==> config.mk <==
export PLATFORM = sky130hd
export DESIGN_NAME = prog_loader_flat
export DESIGN_NICKNAME = d
export VERILOG_FILES = /design/src/rtl/prog_loader_if.sv /design/src/rtl/prog_loader.sv /design/src/flat_wrapper.sv
export SDC_FILE = /design/constraint.sdc
export NUM_CORES = 1
export LEC_CHECK = 0
export CORE_MARGIN = 4
export CORE_UTILIZATION = 50
export DETAILED_ROUTE_END_ITERATION = 6
export PLACE_DENSITY = 0.74
export SLEW_MARGIN = 10
export SYNTH_ARGS = -nofsm -noshare
export SYNTH_HDL_FRONTEND = slang
export SYNTH_SLANG_ARGS = --single-unit
==> constraint.sdc <==
create_clock -name clk -period 4.2 [get_ports clk]
set_clock_uncertainty 0.1 [all_clocks]
set_input_delay 0.42 -clock clk [delete_from_list [all_inputs] [get_ports clk]]
set_output_delay 0.42 -clock clk [all_outputs]
set_load 0.05 [all_outputs]
==> src/rtl/prog_loader_if.sv <==
// Byte-stream input and program-memory write bus of the boot-time program loader.
// The slave modport is the loader; the master modport is its environment.
interface prog_loader_if #(
    parameter int unsigned ADDR_BITS  = 10,
    parameter int unsigned DATA_WIDTH = 16
);
    logic [7:0]            rx_data;
    logic                  rx_valid;
    logic                  rx_ready;
    logic [ADDR_BITS-1:0]  mem_addr;
    logic [DATA_WIDTH-1:0] mem_data;
    logic                  mem_we;
    logic                  cpu_hold;
    logic                  done;
    logic                  error;

    modport master (
        output rx_data, rx_valid,
        input  rx_ready, mem_addr, mem_data, mem_we, cpu_hold, done, error
    );

    modport slave (
        input  rx_data, rx_valid,
        output rx_ready, mem_addr, mem_data, mem_we, cpu_hold, done, error
    );
endinterface

==> src/rtl/prog_loader.sv <==
// Boot-time program loader: assembles big-endian words from a byte stream and writes them to
// program memory from address 0. Define PROG_LOADER_CHECKSUM_EN for the trailing XOR checksum.
module prog_loader #(
    parameter int unsigned ADDR_BITS  = 10,
    parameter int unsigned DATA_WIDTH = 16
) (
    input logic          clk,
    input logic          reset,
    prog_loader_if.slave bus
);

    localparam int unsigned Capacity = 32'd1 << ADDR_BITS;

`ifdef PROG_LOADER_CHECKSUM_EN
    typedef enum logic [2:0] {
        StHdrHi, StHdrLo, StDataHi, StDataLo, StFinish, StDone, StErr, StCksum
    } state_e;
    localparam state_e StAfterData = StCksum;
`else
    typedef enum logic [2:0] {
        StHdrHi, StHdrLo, StDataHi, StDataLo, StFinish, StDone, StErr
    } state_e;
    localparam state_e StAfterData = StFinish;
`endif

    state_e                state_q, state_d;
    logic                  rx_ready;
    logic                  accept;
    logic [15:0]           hdr_count;
    logic [7:0]            count_hi_q;
    logic [7:0]            word_hi_q;
    logic [15:0]           remain_q;
    logic [ADDR_BITS-1:0]  next_addr_q;
    logic [ADDR_BITS-1:0]  mem_addr_q;
    logic [DATA_WIDTH-1:0] mem_data_q;
    logic                  mem_we_q;
`ifdef PROG_LOADER_CHECKSUM_EN
    logic [7:0]            csum_q;
`endif

    assign rx_ready  = !(state_q inside {StFinish, StDone, StErr});
    assign accept    = bus.rx_valid && rx_ready;
    assign hdr_count = {count_hi_q, bus.rx_data};

    always_comb begin
        state_d = state_q;
        unique case (state_q)
            StHdrHi: if (accept) state_d = StHdrLo;
            StHdrLo: begin
                if (accept) begin
                    if (hdr_count == 16'd0) begin
                        state_d = StAfterData;
                    end else if ({16'd0, hdr_count} > Capacity) begin
                        state_d = StErr;
                    end else begin
                        state_d = StDataHi;
                    end
                end
            end
            StDataHi: if (accept) state_d = StDataLo;
            StDataLo: if (accept) state_d = (remain_q == 16'd1) ? StAfterData : StDataHi;
`ifdef PROG_LOADER_CHECKSUM_EN
            StCksum:  if (accept) state_d = (bus.rx_data == csum_q) ? StDone : StErr;
`endif
            StFinish: state_d = StDone;
            default:  state_d = state_q;  // StDone and StErr are terminal
        endcase
    end

    always_ff @(posedge clk or posedge reset) begin
        if (reset) begin
            state_q <= StHdrHi;
        end else begin
            state_q <= state_d;
        end
    end

    always_ff @(posedge clk or posedge reset) begin
        if (reset) begin
            count_hi_q  <= 8'd0;
            word_hi_q   <= 8'd0;
            remain_q    <= 16'd0;
            next_addr_q <= '0;
            mem_addr_q  <= '0;
            mem_data_q  <= '0;
            mem_we_q    <= 1'b0;
        end else begin
            mem_we_q <= 1'b0;
            if (accept && state_q == StHdrHi) count_hi_q <= bus.rx_data;
            if (accept && state_q == StHdrLo) remain_q <= hdr_count;
            if (accept && state_q == StDataHi) word_hi_q <= bus.rx_data;
            if (accept && state_q == StDataLo) begin
                mem_we_q    <= 1'b1;
                mem_addr_q  <= next_addr_q;
                mem_data_q  <= {word_hi_q, bus.rx_data};
                next_addr_q <= next_addr_q + ADDR_BITS'(1);
                remain_q    <= remain_q - 16'd1;
            end
        end
    end

`ifdef PROG_LOADER_CHECKSUM_EN
    // Accumulates count and data bytes; the checksum byte itself is excluded.
    always_ff @(posedge clk or posedge reset) begin
        if (reset) begin
            csum_q <= 8'd0;
        end else if (accept && state_q != StCksum) begin
            csum_q <= csum_q ^ bus.rx_data;
        end
    end
`endif

    assign bus.rx_ready = rx_ready;
    assign bus.mem_addr = mem_addr_q;
    assign bus.mem_data = mem_data_q;
    assign bus.mem_we   = mem_we_q;
    assign bus.cpu_hold = (state_q != StDone);
    assign bus.done     = (state_q == StDone);
    assign bus.error    = (state_q == StErr);

endmodule
==> src/flat_wrapper.sv <==
// flat-port wrapper written by rule: the top's interface ports become plain ports
module prog_loader_flat 
#(
    parameter int unsigned ADDR_BITS  = 10,
    parameter int unsigned DATA_WIDTH = 16
)
  (clk, reset, bus_rx_data, bus_rx_valid, bus_rx_ready, bus_mem_addr, bus_mem_data, bus_mem_we, bus_cpu_hold, bus_done, bus_error);
  prog_loader_if #(.ADDR_BITS(ADDR_BITS), .DATA_WIDTH(DATA_WIDTH)) bus_i ();
  input logic clk;
  input logic reset;
  input wire logic [$bits(bus_i.rx_data)-1:0] bus_rx_data;
  input wire logic [$bits(bus_i.rx_valid)-1:0] bus_rx_valid;
  output wire logic [$bits(bus_i.rx_ready)-1:0] bus_rx_ready;
  output wire logic [$bits(bus_i.mem_addr)-1:0] bus_mem_addr;
  output wire logic [$bits(bus_i.mem_data)-1:0] bus_mem_data;
  output wire logic [$bits(bus_i.mem_we)-1:0] bus_mem_we;
  output wire logic [$bits(bus_i.cpu_hold)-1:0] bus_cpu_hold;
  output wire logic [$bits(bus_i.done)-1:0] bus_done;
  output wire logic [$bits(bus_i.error)-1:0] bus_error;
  assign bus_i.rx_data = bus_rx_data;
  assign bus_i.rx_valid = bus_rx_valid;
  assign bus_rx_ready = bus_i.rx_ready;
  assign bus_mem_addr = bus_i.mem_addr;
  assign bus_mem_data = bus_i.mem_data;
  assign bus_mem_we = bus_i.mem_we;
  assign bus_cpu_hold = bus_i.cpu_hold;
  assign bus_done = bus_i.done;
  assign bus_error = bus_i.error;
  prog_loader #(.ADDR_BITS(ADDR_BITS), .DATA_WIDTH(DATA_WIDTH)) u_core (.clk(clk), .reset(reset), .bus(bus_i));
endmodule
==> results.py <==
metrics = {
    "layout": {
        "finalNetCount": 394,
        "layout_commonest_cell": "nand2_1",
        "final_area_sq_um": 4044,
        "n_antenna_cell": 0,
        "multi_input_area_sq_um": 1430,
        "area.sequential_sq_um": 1802,
        "final_cell_mix": "nand2_1, dfrtp_1, clkdlybuf4s50_1",
        "final_core_util_pct": 62.97,
        "fillers": 528,
        "syn_to_final_growth_pct": 21.18,
        "drive_gt1_share_pct": 12.21,
    },
    "synth": {
        "syn-instance-count": 343,
        "synth-seq-cells": 72,
        "synthMuxAreaShare_pct": 5.699,
        "synth_nets": 357,
        "syn_avg_cell_area_sq_um": 9.729,
        "synth_warnings": 0,
        "synth_compound_area_share_pct": 10.24,
        "synth.area.top_cells": "dfrtp_1, nand2_1, mux2_2, a21oi_1, o21ai_0",
        "synth_edf_count": 0,
        "yosysSeqAreaShare_pct": 53.99,
        "synth-simple-area-share_pct": 23.17,
        "post-synth-top-area-cell": "dfrtp_1",
        "async_reset_ff_share_pct": 100.0,
        "yosysUniqueCellTypes": 51,
        "synth-main-ff-cell": "dfrtp_1",
        "synth_xor_area_share_pct": 2.625,
        "yosysTopAreaCellShare_pct": 53.99,
        "yosys.area_share.adder_pct": 1.125,
        "synth.cell_area_sq_um": 3337,
        "synth_top_family_by_area": "simple AND/OR/NAND/NOR gates",
    },
    "die": {
        "die_h_um": 89.70,
        "num_io_pins": 42,
        "dieArea_sq_um": 8045,
        "start_util_pct": 51.96,
        "core_sq_um": 6422,
        "core.rowCount": 29,
        "die_w_um": 89.70,
    },
    "cts": {
        "cts_tree": "yes",
        "clkTransAtPathRegs_ns": 0.08,
        "cts.htree.levels": 3,
        "clock_latency_ns": 0.34,
        "holdBufCountCts": 0,
        "numCtsBuffers": 9,
        "ctsResizeCount": 0,
        "clockBufferDepth": 2,
        "clock_sink_count": 72,
        "cts_root_buf": "clkbuf_8",
        "cts_setup_buffers": 0,
    },
    "setup_path": {
        "worstPathArrival_ns": 2.76,
        "cp.required_ns": 3.68,
        "critPathKind": "reg -> out",
        "path_max_fanout": 37,
        "crit_path_start_kind": "flop",
        "end_kind": "output port",
    },
    "sta": {
        "timing.hold.ws_ns": 0.3773,
        "fin_crit_sh_pct": 78.05,
        "max_clock_freq_mhz": 305.1,
        "rsz0062_at_grt": "no",
        "worst_slew_pin_slew_ns": 1.086,
        "finalCriticalPeriod_ns": 3.278,
        "maxSlewViolCount": 0,
        "fin_tns_setup_ns": 0,
        "hold_viol": 0,
        "setup_violations": 0,
        "relSlewSlack_pct": 27.62,
    },
    "routing": {
        "vias": 2602,
        "drt_iter0_drc": 136,
        "drc_errors": 0,
        "ant_nets": 0,
        "viasPerCell": 5.632,
        "detail_route.wirelength_um": 7526,
        "drt-pass1-iter-count": 4,
        "wire_per_inst_um": 16.29,
    },
    "power_and_ir_drop": {
        "vdd_ir_drop_max_uv": 401.1,
        "leakagePower_nw": 1.834,
        "power.density_nw_per_um2": 726.5,
    },
    "global_routing": {
        "antenna_found_initial": 0,
        "grt_pass1_wl_um": 12530,
        "track_usage_pct": 20.49,
        "grt-ovfl-total": 0,
        "grt_max_degree": 38,
        "grt_pass1_vias": 2469,
    },
    "place": {
        "place_area_sq_um": 3799,
        "numPortBuffers": 41,
        "place_hpwl_um": 5027,
        "place.gp.congestion": 0.8127,
    },
    "run_status": {
        "status": "finished, final reports clean",
    },
    "flow_run": {
        "maxCapViolations": 0,
    },
    "hold_path": {
        "hold_class": "reg -> reg",
    },
}
==> path summary, 6_finish.rpt <==
check                                    start                      end  slack [ns]  cells after the start
max                          u_core.state_q[1]             bus_rx_ready        0.92                      3
min                        u_core.word_hi_q[3]  u_core.bus.mem_data[11]        0.38                      2
max reg2reg                  u_core.state_q[1]    u_core.next_addr_q[9]        1.34                      6
min reg2reg                u_core.word_hi_q[3]  u_core.bus.mem_data[11]        0.38                      2
max in group asynchronous                reset       u_core.remain_q[9]        2.61                      3
min in group asynchronous                reset       u_core.remain_q[2]        0.43                      2
==> registers in the layout (all words and copies together), names as in the netlist <==
register	flops
u_core.next_addr_q	10
u_core.state_q	3
u_core.word_hi_q	8
u_core.bus.mem_data	16
u_core.bus.mem_addr	10
u_core.count_hi_q	8
u_core.remain_q	16
u_core.bus.mem_we	1
==> critical path, stage by stage, from the launching register on <==
cell	delay (ns)
dfrtp_1	1.06
nand2_1	0.40
nand2_1	0.16
clkdlybuf4s50_1	0.81
==> metrics by stage <==
step	cells	power, mW	setup WS, ns
global route	462	3.114	0.7556
finish	462	2.938	0.9220
global placement	446	2.244	1.118
detailed placement	446	2.270	1.012
CTS	462	2.952	0.9474
floorplan	343	1.918	1.855
==> synth_stat cells, types with 5 or more instances <==
| master | n |
|---|---|
| o21ai_0 | 13 |
| nor2_1 | 17 |
| nand2_1 | 90 |
| a21oi_1 | 16 |
| clkbuf_1 | 14 |
| inv_1 | 7 |
| or4_1 | 5 |
| nand3_1 | 6 |
| dfrtp_1 | 72 |
| nor3_1 | 8 |
| mux2_2 | 16 |
| xor2_1 | 7 |
==> power by group <==
group	switching, mW	internal, mW	leakage (nW)	total, mW
clock	0.258	0.411	0.124	0.669
sequential	0.214	0.932	0.895	1.15
combinational	0.706	0.416	0.816	1.12
total	1.18	1.76	1.83	2.94
==> layer usage <==
layer / part of all wire, % / track usage [%] / wire length, um
met1: 48 / 28.98 / 3635
met2: 46 / 30.65 / 3499
met3: 3.2 / 4.015 / 243
met4: 2.0 / 9.202 / 148
met5: 0 / 0 / 0
==> kinds of logic after synthesis <==
kind of cell | after synthesis
AND/OR/NAND/NOR | 161
flip-flops | 72
AO/OA/AOI/OAI | 53
buffers and inverters | 27
multiplexers | 17
XOR/XNOR | 10
adder cells (fa/ha/maj) | 3
==> area by class of cell <==
type | instances | share of cell area [%]
clock buffers | 11 | 3.496
flip-flops and latches | 72 | 44.55
clock inverters | 5 | 2.568
multi-input cells | 244 | 35.37
repair buffers | 45 | 10.89
inverters | 8 | 0.7426
well taps | 77 | 2.382
No activity file was read; power rests on OpenSTA's default activity.
